File: config.mk
export PLATFORM = sky130hd
export DESIGN_NAME = mux_src_arbiter
export DESIGN_NICKNAME = d
export VERILOG_FILES = /design/src/rtl/mux_src_arbiter.sv
export SDC_FILE = /design/constraint.sdc
export NUM_CORES = 1
export LEC_CHECK = 0
export CAP_MARGIN = 20
export CORE_AREA = 8 8 251 253
export DETAILED_ROUTE_END_ITERATION = 10
export DIE_AREA = 0 0 259 261
export HOLD_SLACK_MARGIN = 0.12
export PLACE_DENSITY = 0.42
export SYNTH_ARGS = -nofsm -noshare
export SYNTH_HDL_FRONTEND = slang
export SYNTH_SLANG_ARGS = --single-unit
export TNS_END_PERCENT = 5
File: constraint.sdc
create_clock -name clk -period 2.3 [get_ports clk]
set_input_delay 0.345 -clock clk [delete_from_list [all_inputs] [get_ports clk]]
set_output_delay 0.345 -clock clk [all_outputs]
set_load 0.01 [all_outputs]
File: src/rtl/mux_src_arbiter.sv
// mux_src_arbiter
//   Round-robin arbiter and sequencer for the shared output mux of the HACKDAC
//   datapath. One source is granted at a time and its data is burst onto a
//   valid/ready output for at most BURST_LEN beats. The secure source
//   (SECURE_IDX) only reaches out_data while priv_mode is high. out_data is
//   zero whenever no legal transfer is being presented.
//
//   Optional feature: define MUX_ARB_TIMEOUT_EN to release a grant that has
//   been stalled (out_valid & !out_ready) for TIMEOUT consecutive cycles.
//
// Ports
//   clk          in   1        clock, rising edge
//   rst          in   1        synchronous active-high reset
//   req          in   N_REQ    per-source level request
//   data_in      in   N_REQ*W  source i on data_in[i*W +: W]
//   priv_mode    in   1        privileged mode, enables SECURE_IDX
//   out_ready    in   1        downstream accept
//   gnt          out  N_REQ    registered one-hot grant
//   out_data     out  W        selected data, 0 when out_valid=0
//   out_valid    out  1        transfer presented
//   blocked_err  out  1        pulse: secure request refused in IDLE
//   timeout_err  out  1        pulse: grant released after stall timeout
module mux_src_arbiter #(
  parameter int unsigned N_REQ      = 4,
  parameter int unsigned W          = 128,
  parameter int unsigned BURST_LEN  = 4,
  parameter int unsigned SECURE_IDX = 3,
  parameter int unsigned TIMEOUT    = 16
) (
  input  logic               clk,
  input  logic               rst,
  input  logic [N_REQ-1:0]   req,
  input  logic [N_REQ*W-1:0] data_in,
  input  logic               priv_mode,
  input  logic               out_ready,
  output logic [N_REQ-1:0]   gnt,
  output logic [W-1:0]       out_data,
  output logic               out_valid,
  output logic               blocked_err,
  output logic               timeout_err
);

  localparam int unsigned IW = (N_REQ > 1) ? $clog2(N_REQ) : 1;

  typedef enum logic {IDLE, GRANT} state_t;

  state_t           state;
  logic [IW-1:0]    rr_ptr;
  logic [3:0]       beat_cnt;
  logic [3:0]       beat_nxt;
  logic [N_REQ-1:0] elig;
  logic             win_found;
  logic [IW-1:0]    win_idx;
  logic [W-1:0]     sel_data;
  logic             xfer;
  logic             stall;
  logic             stall_release;
  logic             release_now;

  always_comb begin
    elig = req;
    if (!priv_mode) elig[SECURE_IDX] = 1'b0;
  end

  // First eligible source scanning upward from rr_ptr+1, wrapping.
  always_comb begin
    logic [IW-1:0] cand;
    win_found = 1'b0;
    win_idx   = '0;
    cand      = '0;
    for (int unsigned k = 1; k <= N_REQ; k++) begin
      cand = IW'((32'(rr_ptr) + k) % N_REQ);
      if (!win_found && elig[cand]) begin
        win_found = 1'b1;
        win_idx   = cand;
      end
    end
  end

  // gnt is one-hot, so the owner's data is selected directly from it.
  always_comb begin
    sel_data = '0;
    for (int unsigned i = 0; i < N_REQ; i++) begin
      if (gnt[i]) sel_data = data_in[i*W +: W];
    end
  end

  // Eligibility is re-evaluated every cycle so a priv_mode drop blanks the
  // secure owner's data in the same cycle, before the grant is withdrawn.
  assign out_valid = (state == GRANT) && ((elig & gnt) != '0);
  assign out_data  = out_valid ? sel_data : '0;
  assign xfer      = out_valid & out_ready;
  assign stall     = out_valid & ~out_ready;
  assign beat_nxt  = beat_cnt + 4'd1;

`ifdef MUX_ARB_TIMEOUT_EN
  localparam int unsigned SW = $clog2(TIMEOUT + 1);

  logic [SW-1:0] stall_cnt;

  assign stall_release = (state == GRANT) && stall && (stall_cnt == SW'(TIMEOUT - 1));

  always_ff @(posedge clk) begin
    if (rst) begin
      stall_cnt   <= '0;
      timeout_err <= 1'b0;
    end else begin
      timeout_err <= stall_release;
      if (state != GRANT || !stall || release_now) stall_cnt <= '0;
      else                                         stall_cnt <= stall_cnt + SW'(1);
    end
  end
`else
  logic [31:0] unused_timeout;

  assign unused_timeout = TIMEOUT;
  assign stall_release  = 1'b0;
  assign timeout_err    = 1'b0;
`endif

  always_comb begin
    release_now = 1'b0;
    if (state == GRANT) begin
      release_now = (xfer && (beat_nxt == 4'(BURST_LEN)))
                 || ((req & gnt) == '0)
                 || (gnt[SECURE_IDX] && !priv_mode)
                 || stall_release;
    end
  end

  always_ff @(posedge clk) begin
    if (rst) begin
      state       <= IDLE;
      gnt         <= '0;
      rr_ptr      <= IW'(N_REQ - 1);
      beat_cnt    <= '0;
      blocked_err <= 1'b0;
    end else begin
      blocked_err <= 1'b0;
      case (state)
        IDLE: begin
          blocked_err <= req[SECURE_IDX] & ~priv_mode;
          if (win_found) begin
            state    <= GRANT;
            gnt      <= N_REQ'(1) << win_idx;
            rr_ptr   <= win_idx;
            beat_cnt <= '0;
          end
        end
        GRANT: begin
          // rr_ptr already holds the owner, so a release (including a
          // timeout) naturally starts the next scan after it.
          if (release_now) begin
            state    <= IDLE;
            gnt      <= '0;
            beat_cnt <= '0;
          end else if (xfer) begin
            beat_cnt <= beat_nxt;
          end
        end
        default: begin
          state <= IDLE;
          gnt   <= '0;
        end
      endcase
    end
  end

endmodule

Word-level counts from Yosys, hierarchy flattened
Cells that the tools add are included.

Output and inout bits: 135. Logic and storage cells: 76. Flip-flop bits (word level): 12. Input bits: 520.

Reductions and logical operators: 18. Bitwise logic cells: 6. Magnitude comparators: 4. Shifts and indexed selects: 1. Add/subtract/negate cells: 5. Muxes and demuxes: 33. Eq/ne operators: 4.

Operators with widths (count): two-way mux 128 bit (5); two-way mux 4 bit (5); one-hot mux 4 bit (2 select lines) (2); less-than comparator 2 x 3 -> 1 bit (second input constant) (4); two-way mux 1 bit (12); bitwise AND 4 bit (2); binary-select mux 1 bit (select 2 bit) (4); two-way mux 2 bit (4); logical AND 1 bit (6); AND reduction 2 bit (3); adder 2 x 1 -> 2 bit (second input constant) (2); adder 2 bit (second input constant) (2); adder 4 x 1 -> 4 bit (second input constant) (1); == test 4 x 3 -> 1 bit (second input constant) (1); logical NOT 1 bit (4); logical NOT 4 bit (1); nonzero test 4 bit (1); left shift 1 x 2 -> 4 bit (first input constant) (1); inequality test 3 x 1 -> 1 bit (second input constant) (1); bitwise AND 1 bit (2); logical OR 1 bit (2); inequality test 2 x 1 -> 1 bit (second input constant) (1); inequality test 2 bit (second input constant) (1); inverter 1 bit (2); other kinds (2) (2).

Longest topological paths before layout
Gate-level depths: netlist of run 1.

Depth after elaboration: 16. Gate-level depth with buffers: 7. Depth with buffers taken out: 5.

Worst setup path before layout of run 1
Ideal clock, no wire load.

Kind: register to output. From: reg gnt[0]. To: out out_data[107]. Path buffers: 2. Required time: 1955 ps. Arrival: 1626 ps. Setup slack: 329 ps. Cell stages (with the launch flop): 7. Path through: dfxtp_1 > nor2b_1 > clkbuf_1 > clkbuf_1 > a221o_1 > nand3_1 > a21oi_1.

Longest elaborated chain between the ends: 5. Elaborated cells on any way between the ends: 8. Those cells by class: mux: 5; bitwise: 1; reduce/logical: 2.

Ends and longest elaborated chain: start, declared (RTL line 36) `output logic [N_REQ-1:0] gnt,`; start signal, assigned (RTL line 145) `gnt <= N_REQ'(1) << win_idx;`; two-way mux 128 bit (4 in a row) (RTL line 84) `if (gnt[i]) sel_data = data_in[i*W +: W];`; two-way mux 128 bit (*) (RTL line 91) `assign out_data = out_valid ? sel_data : '0;`; end, declared (RTL line 37) `output logic [W-1:0] out_data,`.

Mark *: on every way between the ends. The rest lies on a longest branch, timed or not.

Final worst setup path of run 1
From: reg gnt[1]. To: out out_data[79].

Longest elaborated chain between the ends: 4. Elaborated cells on any way between the ends: 7. Those cells by class: mux: 4; bitwise: 1; reduce/logical: 2.

Ends and longest elaborated chain (RTL line): two-way mux 128 bit / bitwise AND 4 bit (equally long branches) (84, 90); two-way mux 128 bit / nonzero test 4 bit (equally long branches) (84, 90); two-way mux 128 bit / logical AND 1 bit (equally long branches) (84, 90); two-way mux 128 bit (*) (91).

Marked as above.

==> impl_metrics.yaml, run 1 <==
grt:
  grt_pass1_vias: 10101
  grt_max_degree: 57
  grt_pass1_wl_um: 77100
  track_usage: 0.155
  antenna_found_initial: 11
  grt-ovfl-total: 0
clock_network:
  clock_tree.buffer_depth: 2
  clkTransAtPathRegs_ns: 0.04
  clock_sinks: 12
  cts_root_buffer: "clkbuf_16"
  cts_tree: "built"
  clk_latency_ns: 0.24
  ctsHoldBuffers: 0
  h-tree-depth: 1
  cts_buffers: 3
route:
  drt_iter0_markers: 619
  dr_total_vias: 9516
  first_pass_iters: 5
  drc: 0
  routed_wl_um: 57400
  ant_nets: 0
  routedWlPerCell_um: 25.0
  vias_per_cell: 4.14
placement:
  placed_area_sq_um: 13000
  place_congestion: 0.846
  hpwlAfterDp_um: 44900
  io_buffers: 653
timing:
  period_share: 1.05
  drv_slew: 0
  timing.final.crit_period_ns: 2.42
  fin_ws_ns: -0.125
  final-hold-violation-count: 0
  fmax_mhz: 412
  finalSetupViolations: 91
  max_slew_margin: 0.636
  tightest_slew_ns: 0.545
  rsz0062_at_grt: "yes"
  fin_setup_tns_ns: -5.19
  fin_skew_ns: 0.000719
outcome:
  status: "finished with violations"
  violations: "negative setup slack"
yosys:
  yosysWarningCount: 0
  synth_top_cells_by_count: "nand2_1 (138), a21oi_1 (136), nand2b_1 (130), nand3_1 (130), a221o_1 (129)"
  synth_largest_area_cell: "a221o_1"
  syn_nets: 1344
  synth_most_common_cell: "nand2_1"
  ys.flop_type: "dfxtp_1"
  synth_edf_count: 0
  netlist_area_sq_um: 4940
  synth.top_cell.area_share: 0.261
  netlist_instances: 823
  synth_cell_types: 39
  yosys-top-cells-area: "a221o_1 (26%), nand2b_1 (16%), a21oi_1 (14%), nand3_1 (13%), nand2_1 (10%)"
  seq_area_frac_synth: 0.0486
  synth_area_per_cell_sq_um: 6.01
  ys_async_sr_fraction: 0
  synth-seq-cells: 12
setup_path:
  cp.arrival_ns: 2.08
  endpoint_kind: "output pin"
  crit_path_max_fanout: 24
  crit_path_start_kind: "flip-flop"
  critPathRequiredTime_ns: 1.96
  crit_type: "reg -> out"
power_and_ir_drop:
  leakage_nw: 4.88
  ir_drop_mv: 0.184
  power_density_nw_per_um2: 253
floorplanning:
  start_util: 0.0833
  die_x_um: 259
  ioPinCount: 655
  die_area_sq_um: 67600
  rows: 90
  coreArea_sq_um: 59300
  die_h_um: 261
min_path:
  hold_class: "reg -> reg"
layout:
  synthToLayoutAreaGrowth_pct: 178
  finalInstanceArea_sq_um: 13800
  nets: 2032
  drive_above_1_share: 0.225
run:
  max_cap_violations: 0
-- placed cells by master (no fill, tap or decap), drive strengths merged, types with 3 or more instances in the layout --
cell / n
clkdlybuf4s50: 521
buf: 242
nand2: 138
a21oi: 136
nand2b: 130
nand3: 130
a221o: 129
clkdlybuf4s15: 13
dfxtp: 12
inv: 7
clkbuf: 7
diode: 4
dlygate4sd2: 4
nor3: 3
o21ai: 3
nor2b: 3
-- layout make-up --
class	count	area [sq um]
inverters	7	28.8
multi-input cells	702	4530
well taps	782	978
diodes	4	10.0
fillers	6605	45600
flip-flops and latches	12	253
repair buffers	785	7880
clock buffers	4	88.8
-- path summary, 6_finish.rpt --
check | from | endpoint | slack, ns | cells past startpoint
worst min-delay path | beat_cnt[3] | beat_cnt[3] | 0.48 | 2
worst max-delay path | gnt[1] | out_data[79] | -0.12 | 9
worst max register to register | gnt[3] | gnt[1] | 0.22 | 6
worst min register to register | beat_cnt[3] | beat_cnt[3] | 0.48 | 2
-- critical path: stages, from the launching register on --
cell     delay, ns
dfxtp_4       0.36
buf_4         0.15
buf_12        0.14
buf_12        0.16
buf_12        0.17
a221o_1       0.31
nand3_1       0.14
buf_4         0.17
a21oi_2       0.06
buf_2         0.14
-- flip-flops by register name, summed over array words and instances, names as in the netlist --
register	cells
rr_ptr	2
state	1
gnt	4
beat_cnt	4
blocked_err	1
-- metal layers --
layer  vias up  global-route usage  wire length, um
li1       4466                   -                -
met1      4439               0.183            23000
met2       539               0.270            27500
met3        60              0.0511             5470
met4        12              0.0361             1400
met5         -                   0               80
-- timing repair --
item / in CTS / in global routing
gates cloned: 13 / 2
setup buffers: 23 / 10
gates resized for setup: 536 / 42
setup endpoints to repair: 129 / 129
pin swaps: 5 / 3
-- kinds of logic (layout without fill, tap and decap cells) --
logic type,count (synthesis),in the layout,synth area share
AO/OA/AOI/OAI,283,283,0.430
other,1,5,0.000758
adder cells (fa/ha/maj),1,1,0.00253
flip-flops,12,12,0.0486
buffers and inverters,109,796,0.0934
AND/OR/NAND/NOR,417,417,0.425
-- stage by stage --
step                      std cells   util  hold WS [ns]  total power, W  setup WS (ns)
after CTS                      2284  0.228         0.480         0.00348         -0.250
after floorplan                 823      -         0.414         0.00120          0.329
after detailed placement       2244  0.218         0.473         0.00283         -0.630
after global routing           2292  0.232         0.519         0.00369         -0.233
after global placement         2244  0.218         0.478         0.00284         -0.615
final                          2296  0.232         0.478         0.00348         -0.125
-- where the power goes --
part / switching [W] / internal (W)
logic: 0.00121 / 0.00168
registers: 0.0000172 / 0.000222
clock network: 0.0000939 / 0.000263
Power figures use the tool's default switching activity.
==> run 2: changes to the inputs <==
- CORE_AREA: 8 8 251 253 -> 8 8 247 249
- DIE_AREA: 0 0 259 261 -> 0 0 255 257
- PLACE_DENSITY: 0.42 -> 0.44
- clock period: 2.3 -> 2.06 ns (I/O delays scaled with it)
==> run 2 against run 1 <==
The flow still finishes with violations (negative setup slack). Sequential share of layout area about the same. Flip-flop and latch count unchanged. Wire length shrank 10%. Design area down 0.94%. Worst hold slack improved by 0.0021 ns. Count of clock-buffer cells in the layout fell by 1. First-iteration DRC count is 28% lower.
==> impl_metrics.yaml, run 2 (synthesis results as in run 1) <==
outcome:
  status: "finished with violations"
  violations: "negative setup slack"
floorplanning:
  die_x_um: 255
  coreArea_sq_um: 57000
  die_area_sq_um: 65500
  start_util: 0.0867
  ioPinCount: 655
  die_h_um: 257
  rows: 88
layout:
  seq_area_sq_um: 251
  finalInstanceArea_sq_um: 13600
  drive_above_1_share: 0.237
  synthToLayoutAreaGrowth_pct: 176
  fillers: 6484
  final_util: 0.239
  layout_common_cells: "clkdlybuf4s50_1 (521), nand2_1 (136), nand2b_1 (130)"
  top_regs: "beat_cnt (4), gnt (4), rr_ptr (2)"
  nets: 2026
  final_common_cell: "clkdlybuf4s50_1"
  multiInputGateArea_sq_um: 4680
min_path:
  hp-start: "beat_cnt[3]"
  hold_class: "reg -> reg"
route:
  first_pass_iters: 5
  drt_iter0_markers: 448
  drc: 0
  routedWlPerCell_um: 22.8
  ant_nets: 0
  vias_per_cell: 4.17
  dr_total_vias: 9483
  routed_wl_um: 51700
grt:
  grt_pass1_wl_um: 71100
  grt_max_degree: 55
  antenna_found_initial: 5
  track_usage: 0.143
  grt_pass1_vias: 10221
  grt-ovfl-total: 0
placement:
  placed_area_sq_um: 13000
  place_congestion: 0.960
  io_buffers: 653
  hpwlAfterDp_um: 42200
setup_path:
  endpoint_kind: "output pin"
  cpPeakStageDelay_ns: 0.45
  crit_path_max_fanout: 6
  r2r-start: "gnt[3]"
  cp.arrival_ns: 2.03
  crit_path_start_kind: "flip-flop"
  cp_num_buf_inv: 5
  startpoint: "gnt[1]"
  critPathRequiredTime_ns: 1.75
  path_cells: "a222oi_1, nand2_2, nand2_8, buf_12, buf_16, buf_4, buf_6, a21oi_1, buf_2"
  path_delay_family: "buffers and inverters"
  crit_type: "reg -> out"
  cp_slowest_cell: "a222oi_1"
timing:
  finalSetupViolations: 129
  fin_ws_ns: -0.278
  period_share: 1.13
  tightest_slew_ns: 0.547
  drv_slew: 0
  fin_setup_tns_ns: -20.70
  rsz0062_at_grt: "yes"
  fin_skew_ns: 0.00278
  timing.final.crit_period_ns: 2.34
  max_slew_margin: 0.634
  final-hold-violation-count: 0
  fmax_mhz: 428
power_and_ir_drop:
  leakage_nw: 4.83
  power_w: 0.00376
  ir_drop_mv: 0.206
  power_density_nw_per_um2: 276
clock_network:
  clk_latency_ns: 0.24
  clock_sinks: 12
  cts_root_buffer: "clkbuf_16"
  cts_tree: "built"
  cts_buffers: 3
  clock_tree.buffer_depth: 2
  ctsHoldBuffers: 0
  h-tree-depth: 1
  clkTransAtPathRegs_ns: 0.05
run:
  max_cap_violations: 0
run 2: cell count changes in the layout (fill, tap and decap cells not counted), sizes merged:
cell | before | now
clkbuf | 7 | 8
diode | 4 | 3
dlygate4sd2 | 4 | 3
bufbuf | 2 | 0
clkinv | 0 | 1
clkdlybuf4s15 | 13 | 1
buf | 242 | 249
run 2: area by class of cell:
cell class,instances,share of cell area
multi-input cells,702,0.343
flip-flops and latches,12,0.0184
repair buffers,779,0.560
clock buffers,3,0.00550
clock inverters,1,0.000275
diodes,3,0.000550
inverters,7,0.00211
well taps,765,0.0702
run 2: worst paths after layout:
check                  to  slack (ns)  cells after the start
max          out_data[97]       -0.28                      9
min           beat_cnt[3]        0.48                      2
min reg2reg   beat_cnt[3]        0.48                      2
max reg2reg   beat_cnt[2]        0.14                      6
run 2: tightest hold or removal path, stage by stage, from the launching register on:
cell and delay (ns):
dfxtp_1 0.32, nand2_1 0.06, a21oi_1 0.05
run 2: metal layers:
layer,wire length (um),GRT usage,up-vias
li1,-,-,4447
met1,19500,0.156,4457
met2,26100,0.270,516
met3,4920,0.0435,57
met4,1160,0.0281,6
met5,41,0,-
run 2: metrics by stage:
stage	std cells	setup WS (ns)	hold slack [ns]
floorplan	823	0.125	0.378
global placement	2228	-0.701	0.470
detailed placement	2228	-0.698	0.477
CTS	2256	-0.369	0.483
global route	2270	-0.364	0.502
finish	2272	-0.278	0.480
run 2: what timing repair did:
action	CTS	global route
pin swaps	5	83
buffers inserted	17	13
gates cloned	7	2
resized for setup	506	121
setup endpoints to repair	131	134
run 2: power by group:
part | switching [W] | leakage, nW | internal [W]
Clock | 0.000108 | 0.0386 | 0.000256
Combinational | 0.00126 | 4.70 | 0.00187
Sequential | 0.0000207 | 0.100 | 0.000247
==> run 3: changes to the inputs <==
- CAP_MARGIN: 20 -> default
- CTS_CLUSTER_DIAMETER: default -> 100
==> results of run 3 <==
Final layout, timing and power as in run 2 (identical DEF).
